**src/rtl/spi_flash_pkg.sv**
```systemverilog
// spi_flash_pkg: opcodes, FSM state encoding and default JEDEC ID
// shared by the SPI flash responder.
package spi_flash_pkg;
  localparam logic [7:0]  OP_READ          = 8'h03;
  localparam logic [7:0]  OP_RDSR          = 8'h05;
  localparam logic [7:0]  OP_RDID          = 8'h9F;
  localparam logic [23:0] DEFAULT_JEDEC_ID = 24'hEF4016;

  typedef enum logic [2:0] {
    IDLE, CMD, ADDR, DATA, STATUS, JEDEC, IGNORE
  } state_t;
endpackage

```
**src/rtl/spi_sync_edge.sv**
```systemverilog
// spi_sync_edge: SYNC_STAGES-deep synchroniser for SCK/CS/MOSI, with rise/fall
// detection on the synchronised SCK. o_valid marks the chain as flushed after reset.
module spi_sync_edge #(
  parameter int unsigned SYNC_STAGES = 2
) (
  input  logic clk,
  input  logic reset,
  input  logic i_sck,
  input  logic i_cs,
  input  logic i_mosi,
  output logic o_sck_rise,
  output logic o_sck_fall,
  output logic o_cs,
  output logic o_mosi,
  output logic o_valid
);
  logic [SYNC_STAGES-1:0] r_sck;
  logic [SYNC_STAGES-1:0] r_cs;
  logic [SYNC_STAGES-1:0] r_mosi;
  logic [SYNC_STAGES-1:0] r_vld;
  logic                   r_sck_prev;

  always_ff @(posedge clk) begin
    if (reset) begin
      r_sck      <= '0;
      r_cs       <= '1;
      r_mosi     <= '0;
      r_vld      <= '0;
      r_sck_prev <= 1'b0;
    end else begin
      r_sck      <= SYNC_STAGES'({r_sck, i_sck});
      r_cs       <= SYNC_STAGES'({r_cs, i_cs});
      r_mosi     <= SYNC_STAGES'({r_mosi, i_mosi});
      r_vld      <= SYNC_STAGES'({r_vld, 1'b1});
      r_sck_prev <= r_sck[SYNC_STAGES-1];
    end
  end

  assign o_sck_rise = r_sck[SYNC_STAGES-1] & ~r_sck_prev;
  assign o_sck_fall = ~r_sck[SYNC_STAGES-1] & r_sck_prev;
  assign o_cs       = r_cs[SYNC_STAGES-1];
  assign o_mosi     = r_mosi[SYNC_STAGES-1];
  assign o_valid    = r_vld[SYNC_STAGES-1];
endmodule

```
**src/rtl/spi_flash_responder.sv**
```systemverilog
// spi_flash_responder: SPI mode-0 flash responder (READ 0x03, RDSR 0x05) backed by a byte store.
// Define SPI_FLASH_RESPONDER_JEDEC_EN to enable the 0x9F JEDEC ID response.
module spi_flash_responder
  import spi_flash_pkg::*;
#(
  parameter logic [23:0] JEDEC_ID    = DEFAULT_JEDEC_ID,
  parameter int unsigned SYNC_STAGES = 2
) (
  input  logic        clk,
  input  logic        reset,
  input  logic        i_SPI_CLK,
  input  logic        i_SPI_CS,
  input  logic        i_SPI_MOSI,
  output logic        o_SPI_MISO,
  output logic        o_MISO_OE,
  output logic        o_RD_REQ,
  output logic [23:0] o_RD_ADDR,
  input  logic [7:0]  i_RD_DATA,
  input  logic        i_RD_VALID,
  output logic        o_UNDERRUN,
  output logic        o_BUSY
);
  logic w_sck_rise, w_sck_fall, w_cs, w_mosi, w_sync_vld;

  spi_sync_edge #(.SYNC_STAGES(SYNC_STAGES)) u_sync (
    .clk       (clk),
    .reset     (reset),
    .i_sck     (i_SPI_CLK),
    .i_cs      (i_SPI_CS),
    .i_mosi    (i_SPI_MOSI),
    .o_sck_rise(w_sck_rise),
    .o_sck_fall(w_sck_fall),
    .o_cs      (w_cs),
    .o_mosi    (w_mosi),
    .o_valid   (w_sync_vld)
  );

  state_t      r_state;
  logic [4:0]  r_bit_cnt;
  logic [22:0] r_shift;
  logic [7:0]  r_tx;
  logic        r_cs_prev;
  logic        r_pend;
  logic        r_have;
  logic [7:0]  r_buf;
  logic        r_miso, r_oe, r_rd_req, r_underrun, r_busy;
  logic [23:0] r_rd_addr;
`ifdef SPI_FLASH_RESPONDER_JEDEC_EN
  logic [1:0]  r_id_idx;
`else
  logic        w_unused_jedec;
  assign w_unused_jedec = ^{JEDEC_ID, OP_RDID};
`endif

  logic       w_cs_fall, w_cap, w_byte_ok;
  logic [7:0] w_data_byte, w_resp_byte, w_opcode;

  always_comb begin
    // r_cs_prev only tracks once the synchroniser is flushed, so a CS held low
    // through reset is not mistaken for a fresh falling edge.
    w_cs_fall   = w_sync_vld && r_cs_prev && !w_cs;
    w_cap       = i_RD_VALID && r_pend;
    w_byte_ok   = r_have || w_cap;
    w_data_byte = r_have ? r_buf : (w_cap ? i_RD_DATA : 8'hFF);
    w_opcode    = {r_shift[6:0], w_mosi};
    w_resp_byte = 8'h00;
    case (r_state)
      DATA: w_resp_byte = w_data_byte;
`ifdef SPI_FLASH_RESPONDER_JEDEC_EN
      JEDEC: begin
        case (r_id_idx)
          2'd0:    w_resp_byte = JEDEC_ID[23:16];
          2'd1:    w_resp_byte = JEDEC_ID[15:8];
          2'd2:    w_resp_byte = JEDEC_ID[7:0];
          default: w_resp_byte = 8'hFF;
        endcase
      end
`endif
      default: w_resp_byte = 8'h00;
    endcase
  end

  always_ff @(posedge clk) begin
    if (reset) begin
      r_state    <= IDLE;
      r_bit_cnt  <= '0;
      r_shift    <= '0;
      r_tx       <= '0;
      r_cs_prev  <= 1'b0;
      r_pend     <= 1'b0;
      r_have     <= 1'b0;
      r_buf      <= '0;
      r_miso     <= 1'b0;
      r_oe       <= 1'b0;
      r_rd_req   <= 1'b0;
      r_rd_addr  <= '0;
      r_underrun <= 1'b0;
      r_busy     <= 1'b0;
`ifdef SPI_FLASH_RESPONDER_JEDEC_EN
      r_id_idx   <= '0;
`endif
    end else begin
      r_rd_req   <= 1'b0;
      r_underrun <= 1'b0;
      if (w_sync_vld) r_cs_prev <= w_cs;
      if (w_cap) begin
        r_buf  <= i_RD_DATA;
        r_have <= 1'b1;
        r_pend <= 1'b0;
      end
      if (w_cs) begin
        r_state <= IDLE;
        r_oe    <= 1'b0;
        r_busy  <= 1'b0;
        r_miso  <= 1'b0;
        r_pend  <= 1'b0;
        r_have  <= 1'b0;
      end else begin
        case (r_state)
          IDLE: if (w_cs_fall) begin
            r_state   <= CMD;
            r_bit_cnt <= '0;
            r_shift   <= '0;
            r_busy    <= 1'b1;
`ifdef SPI_FLASH_RESPONDER_JEDEC_EN
            r_id_idx  <= '0;
`endif
          end
          CMD: if (w_sck_rise) begin
            r_shift   <= {r_shift[21:0], w_mosi};
            r_bit_cnt <= r_bit_cnt + 5'd1;
            if (r_bit_cnt == 5'd7) begin
              r_bit_cnt <= '0;
              case (w_opcode)
                OP_READ: r_state <= ADDR;
                OP_RDSR: r_state <= STATUS;
`ifdef SPI_FLASH_RESPONDER_JEDEC_EN
                OP_RDID: r_state <= JEDEC;
`endif
                default: r_state <= IGNORE;
              endcase
            end
          end
          ADDR: if (w_sck_rise) begin
            r_shift   <= {r_shift[21:0], w_mosi};
            r_bit_cnt <= r_bit_cnt + 5'd1;
            if (r_bit_cnt == 5'd23) begin
              r_rd_addr <= {r_shift, w_mosi};
              r_rd_req  <= 1'b1;
              r_pend    <= 1'b1;
              r_have    <= 1'b0;
              r_bit_cnt <= '0;
              r_state   <= DATA;
            end
          end
          DATA, STATUS, JEDEC: if (w_sck_fall) begin
            if (r_bit_cnt[2:0] == 3'd0) begin
              r_miso <= w_resp_byte[7];
              r_tx   <= {w_resp_byte[6:0], 1'b0};
              r_oe   <= 1'b1;
              // A new prefetch supersedes any request still outstanding.
              if (r_state == DATA) begin
                r_rd_addr  <= r_rd_addr + 24'd1;
                r_rd_req   <= 1'b1;
                r_pend     <= 1'b1;
                r_have     <= 1'b0;
                r_underrun <= !w_byte_ok;
              end
`ifdef SPI_FLASH_RESPONDER_JEDEC_EN
              if (r_id_idx != 2'd3) r_id_idx <= r_id_idx + 2'd1;
`endif
            end else begin
              r_miso <= r_tx[7];
              r_tx   <= {r_tx[6:0], 1'b0};
            end
            r_bit_cnt <= {2'b00, r_bit_cnt[2:0] + 3'd1};
          end
          IGNORE: ;
          default: r_state <= IDLE;
        endcase
      end
    end
  end

  assign o_SPI_MISO = r_miso;
  assign o_MISO_OE  = r_oe;
  assign o_RD_REQ   = r_rd_req;
  assign o_RD_ADDR  = r_rd_addr;
  assign o_UNDERRUN = r_underrun;
  assign o_BUSY     = r_busy;
endmodule

```
**config.mk**
```make
export PLATFORM = sky130hd
export DESIGN_NAME = spi_flash_responder
export DESIGN_NICKNAME = d
export VERILOG_FILES = /design/src/rtl/spi_flash_pkg.sv /design/src/rtl/spi_sync_edge.sv /design/src/rtl/spi_flash_responder.sv
export SDC_FILE = /design/constraint.sdc
export NUM_CORES = 1
export LEC_CHECK = 0
export ABC_AREA = 1
export ABC_CLOCK_PERIOD_IN_PS = 1800
export CAP_MARGIN = 5
export CORE_ASPECT_RATIO = 1.1
export CORE_MARGIN = 2
export CORE_UTILIZATION = 50
export DETAILED_ROUTE_END_ITERATION = 12
export GPL_ROUTABILITY_DRIVEN = 1
export PLACE_DENSITY = 0.74
export SLEW_MARGIN = 10
export SYNTH_ARGS = -nofsm -noshare
export SYNTH_HDL_FRONTEND = slang
export SYNTH_HIERARCHICAL = 1
export SYNTH_SLANG_ARGS = --single-unit
```
**constraint.sdc**
```tcl
create_clock -name clk -period 1.8 [get_ports clk]
set_clock_uncertainty 0.15 [all_clocks]
set_input_delay 0.45 -clock clk [delete_from_list [all_inputs] [get_ports clk]]
set_output_delay 0.45 -clock clk [all_outputs]
set_load 0.02 [all_outputs]
```
Word-level counts from Yosys, hierarchy flattened
Cells that the tools add are included.
Widths: inputs -> output; s select.
- add/subtract/negate cells: 3
- reduce and logical (&&, ||, !) cells: 24
- bitwise operators: 10
- muxes and demuxes: 49
- equal/unequal tests: 19
- operators with widths (operator ; count):
    $mux 24 ; 5
    $pmux 24 s2 ; 1
    $mux 23 ; 2
    $pmux 23 s2 ; 1
    $mux 8 ; 4
    $mux 5 ; 6
    $add 24x1->24 const B ; 1
    $pmux 5 s4 ; 1
    $mux 1 ; 19
    $mux 3 ; 5
    $pmux 3 s4 ; 1
    $reduce_and 6->1 ; 2
    $ne 2x2->1 const B ; 5
    $eq 3x3->1 const B ; 3
    $eq 8x2->1 const B ; 1
    $eq 8x3->1 const B ; 1
    $ne 2x1->1 const B ; 4
    $not 1->1 ; 8
    $reduce_and 7->1 ; 1
    $eq 3x2->1 const B ; 2
    $logic_not 3->1 ; 2
    $pmux 1 s2 ; 3
    $pmux 3 s2 ; 1
    $reduce_and 3->1 ; 2
    17 further kinds ; 24
- output and inout port bits: 29
- logic and storage cells: 125
- flip-flop bits (word level): 88

Depth between registers and ports, before layout
- word-level depth: 6
- gate-level depth with buffers: 13
- mapped depth without buffers: 12

Cells and area by module
Netlist, hierarchy kept.
- by module, submodules not included (module ; times used ; area each (µm²) ; cells an instance):
    spi_flash_responder ; 1 ; 4156.5 ; 645
    spi_sync_edge ; 1 ; 255.2 ; 29

Least setup slack after synthesis
No wires, ideal clock.
- path kind: reg2reg
- from: register r_bit_cnt[0]
- to: register r_rd_addr[12] (netlist: o_RD_ADDR[12])
- period minus slack after synthesis: 1.795 ns
- buffers on the path: 1
- arrival: 1.529 ns
- setup time: 0.116 ns
- path slack: 0.005 ns
- stages on the path, launching flop included: 12
- path through: dfxtp_1 > ha_1 > nand2_1 > inv_1 > nand3_1 > nand2_1 > nand2_1 > nor2_2 > buf_6 > nand2_1 > o21ai_0 > nor2_1
- longest elaborated chain between the ends: 3
- elaborated cells on any way between the ends: 5
- those cells by class: eq/ne (3); reduce/logical (2)
- ends and longest elaborated chain (what ; RTL line ; source):
    from (decl) ; spi_flash_responder.sv:39 ; logic [4:0] r_bit_cnt;
    from (signal assigned) ; spi_flash_responder.sv:131 ; r_bit_cnt <= r_bit_cnt + 5'd1;
    from (signal assigned) ; spi_flash_responder.sv:146 ; r_bit_cnt <= r_bit_cnt + 5'd1;
    from (signal assigned) ; spi_flash_responder.sv:176 ; r_bit_cnt <= {2'b00, r_bit_cnt[2:0] + 3'd1};
    $eq 5x5->1 or $logic_not 3->1 (tied branches) ; spi_flash_responder.sv:147, spi_flash_responder.sv:157 ;
    $ne 2x2->1 (no line) ; n/a ;
    $reduce_and 7->1 (no line) (*) ; n/a ;
    to (signal assigned) ; spi_flash_responder.sv:148 ; r_rd_addr <= {r_shift, w_mosi};
    to (signal assigned) ; spi_flash_responder.sv:163 ; r_rd_addr <= r_rd_addr + 24'd1;
    to (decl) ; spi_flash_responder.sv:47 ; logic [23:0] r_rd_addr;
Every way passes the cells marked *; elsewhere a longest branch is shown, timed or not.
A chain may end at the register's enable or synchronous reset.

Worst setup path in the final report
- from: register r_rd_addr[9] (netlist: o_RD_ADDR[9])
- to: output o_RD_ADDR[9]
- RTL lines (what ; RTL line ; source):
    to (decl) ; spi_flash_responder.sv:17 ; output logic [23:0] o_RD_ADDR,
No word-level cell between the ends.

==> results.txt <==
----------------------------------------------------
[Clock tree]
  Clock-pin slew reported for the worst setup and hold paths after clock tree synthesis ... 0.08 ns
  CTS tree ... done
  Number of H-tree levels ... 3
  Total CTS buffers ... 9
  Max clock buf depth ... 2
  Clock latency reported for the late side of the worst-skew pair ... 0.36 ns
  Clock tree sinks ... 87
  CTS Root Cell ... sky130_fd_sc_hd__clkbuf_8

[Critical path]
  Required time of the critical path ... 1.20 ns
  Slowest cell on crit path ... sky130_fd_sc_hd__dfxtp_1
  CP Capture Type ... output port
  Worst path max stage delay ... 0.44 ns
  Worst EP arrival ... 1.16 ns
  CP bufs+invs ... 1
  Critical path peak fanout ... 6
  Largest delay contributor family on the critical path ... flip-flops
  Kind of critical path ... flop to output port
  Setup crit start kind ... flop
  Critical path, cell by cell ... dlygate4sd2_1

[Yosys]
  Sequential-to-total area share from yosys stat ... 0.395
  Syn avg cell area ... 6.55 µm²
  Post-Synth Adder-Cell Area ... 0.00851
  Synthesized instance count ... 674
  Register bit total from synthesis ... 87
  Main combinational cell family by area after synthesis ... simple AND/OR/NAND/NOR gates
  Synthesized Nets ... 691
  Post-synthesis instance area ... 4410 µm²
  Multiplexer share of the synthesized area ... 0
  Compound-cell area share of the yosys netlist ... 0.160
  Area share of xor/xnor cells in the synthesized design ... 0.00596
  Synth unique cells ... 35
  Ys Warns ... 6
  Simple-gate share of the synthesized area ... 0.345

[STA]
  Endpoints failing hold ... 0
  FMAX ... 569 MHz
  Worst slew margin relative to its limit ... 0.673
  Minimum clock period ... 1.76 ns
  Actual slew at the worst max-slew pin ... 0.490 ns
  Total setup violations reported at the end of the flow ... 0
  RSZ-0062 raised after global routing ... yes
  Period utilisation layout ... 0.977
  Final-report max-slew violation count ... 0
  Worst setup margin ... 0.0413 ns

[Place]
  Count of buffers inserted at the top-level ports ... 42
  Placer's final routability congestion estimate ... 0.912
  Final HPWL DP ... 8110 µm
  Instance area after placement ... 5220 µm²
  Worst-case setup slack after placement ... -0.163 ns

[Drt]
  Final routed wire length divided by cell count ... 14.0 µm
  Met3 wire length ... 580 µm
  Total met2 wirelength after detailed routing ... 6110 µm
  Wire length reported by the detailed router ... 12,300 µm
  Number of optimization iterations in the first detailed-route pass ... 5
  Top sig layer ... met4
  Initial drt markers ... 303
  Number of nets with antenna violations after routing ... 0
  Met1 routed wirelength after detailed routing ... 5160 µm
  Routed vias ... 4,773
  Residual DRC ... 0
  Post-DR vias/cell ... 5.43

[Min path]
  Path class of the lowest-slack min-delay path ... flop to flop

[Global route]
  Global-route wire length before repair ... 20,000 µm
  Via count of the first global-routing pass ... 4,436
  Pin count of the biggest net entering global routing ... 44
  Remaining Overflow, GRT ... 0
  Overall routing resource usage ... 0.258
  Initial antenna violation count ... 0

[Cells and area]
  Layout Nets ... 780
  Most common cell after layout, fill and taps aside ... sky130_fd_sc_hd__nand2_1
  Post-route cell area ... 5820 µm²
  Count of filler cells inserted in the layout ... 734
  Commonest cells after routing, fill and taps aside ... 161 x sky130_fd_sc_hd__nand2_1, 92 x sky130_fd_sc_hd__nor2_1, 77 x sky130_fd_sc_hd__dfxtp_1, 69 x sky130_fd_sc_hd__a21oi_1, 58 x sky130_fd_sc_hd__nand3_1
  Layout Area Growth over Synthesis ... 31.9%
  Antenna diodes ... 0
  Fraction of final layout cells sized beyond drive strength 1 ... 0.193

[Floorplanning]
  IO Count ... 43
  Floorplan die area ... 9590 µm²
  Placeable Area ... 8500 µm²
  Placement row count ... 35
  Die X-Extent ... 93.6 µm
  Starting density of the core ... 0.519
  Die boundary height ... 103 µm

[Outcome]
  Outcome ... completed

[Pwr]
  Leakage ... 0.00233 µW
  Largest vdd supply drop ... 0.000381 V
  Power Dens Cells ... 645 nW/µm²

[Flow run]
  Maximum capacitance violations ... 0

----------------------------------------------------
[final timing paths]
check,startpoint,end,slack (ns),cells past startpoint
worst max-delay path,o_RD_ADDR[9]$_SDFFE_PP0P_,o_RD_ADDR[9],0.04,1
worst min register to register,u_sync/r_vld[0]$_DFF_P_,u_sync/r_vld[1]$_SDFF_PP0_,0.26,2
worst max register to register,o_RD_ADDR[1]$_SDFFE_PP0P_,o_RD_ADDR[21]$_SDFFE_PP0P_,0.06,11
worst min-delay path,u_sync/r_vld[0]$_DFF_P_,u_sync/r_vld[1]$_SDFF_PP0_,0.26,2
[final cells by class]
type                    count  area [µm²]  area share
flip-flops and latches     87        1760       0.302
clock buffers              11         151      0.0260
well taps                 111         139      0.0239
clock inverters             5         104      0.0178
multi-input cells         498        2480       0.426
repair buffers            103         948       0.163
inverters                  64         240      0.0413
[registers in the layout (all words and copies together), names as in the netlist, 2 cells and up]
signal         count
r_buf              8
u_sync/r_sck       2
o_RD_ADDR         24
u_sync/r_mosi      2
u_sync/r_vld       2
r_bit_cnt          5
u_sync/r_cs        2
r_tx               7
r_state            3
r_shift           23
[metal layers]
layer	up-vias	track usage
met4	0	0.133
met5	-	0
met1	2207	0.316
li1	2361	-
met2	165	0.445
met3	40	0.0387
[cell usage after synthesis]
master                     instances  share of area
sky130_fd_sc_hd__nand4_4           1         0.0048
sky130_fd_sc_hd__dfxtp_1          87           0.39
sky130_fd_sc_hd__nor2_1          101          0.086
sky130_fd_sc_hd__buf_4             7          0.012
sky130_fd_sc_hd__nor2_2            3         0.0043
sky130_fd_sc_hd__ha_1              3         0.0085
sky130_fd_sc_hd__or2_2             7         0.0099
sky130_fd_sc_hd__nand4_1           2         0.0028
sky130_fd_sc_hd__nand3_2           1         0.0023
sky130_fd_sc_hd__nand2_2           2         0.0028
sky130_fd_sc_hd__xnor2_1           1         0.0020
sky130_fd_sc_hd__o211a_1           4         0.0091
sky130_fd_sc_hd__nor3_1            4         0.0045
sky130_fd_sc_hd__buf_1             1        0.00085
sky130_fd_sc_hd__nand2_1         173           0.15
sky130_fd_sc_hd__a31oi_1           2         0.0028
sky130_fd_sc_hd__nand3_1          63          0.071
sky130_fd_sc_hd__a21oi_1          72          0.082
sky130_fd_sc_hd__nor4_1            1         0.0014
sky130_fd_sc_hd__o211ai_1          2         0.0034
sky130_fd_sc_hd__buf_6             1         0.0026
sky130_fd_sc_hd__clkbuf_1          9         0.0077
sky130_fd_sc_hd__nor3_2            1         0.0023
sky130_fd_sc_hd__inv_1            57          0.048
sky130_fd_sc_hd__o41ai_1           1         0.0020
sky130_fd_sc_hd__nand3b_1          1         0.0017
sky130_fd_sc_hd__xor2_1            2         0.0040
sky130_fd_sc_hd__inv_2             7         0.0060
sky130_fd_sc_hd__o21ai_2           1         0.0020
sky130_fd_sc_hd__a211oi_1          1         0.0017
sky130_fd_sc_hd__a21oi_4           1         0.0037
sky130_fd_sc_hd__nor3_4            1         0.0037
sky130_fd_sc_hd__o21ai_0          46          0.052
sky130_fd_sc_hd__o21bai_1          1         0.0017
sky130_fd_sc_hd__buf_2             7         0.0079
[metrics by stage]
step,setup TNS (ns),cells,util,total power (µW),hold WS (ns)
floorplan,0,674,-,2030,0.236
global placement,-1.72,849,0.614,2080,0.241
detailed placement,-3.25,849,0.614,2080,0.245
CTS,0,870,0.650,3760,0.258
global route,-0.369,879,0.685,3860,0.276
finish,0,879,0.685,3750,0.260
[where the power goes]
group / internal (µW) / leakage [µW] / switching, µW
clock network: 998 / 0.000130 / 721
registers: 1930 / 0.000708 / 6.20
logic: 41.6 / 0.00149 / 54.7
total: 2970 / 0.00233 / 782
[cell families after synthesis]
group / count (synthesis)
adder cells (fa/ha/maj): 3
flip-flops: 87
AO/OA/AOI/OAI: 131
buffers and inverters: 89
AND/OR/NAND/NOR: 361
XOR/XNOR: 3
[timing repair]
action,in CTS,in global routing
setup endpoints to repair,59,65
buffers inserted,4,8
gates resized for setup,40,66
pin swaps,2,10
gates cloned,1,1
hold buffers,0,0
(Power assumes the default switching activity.)
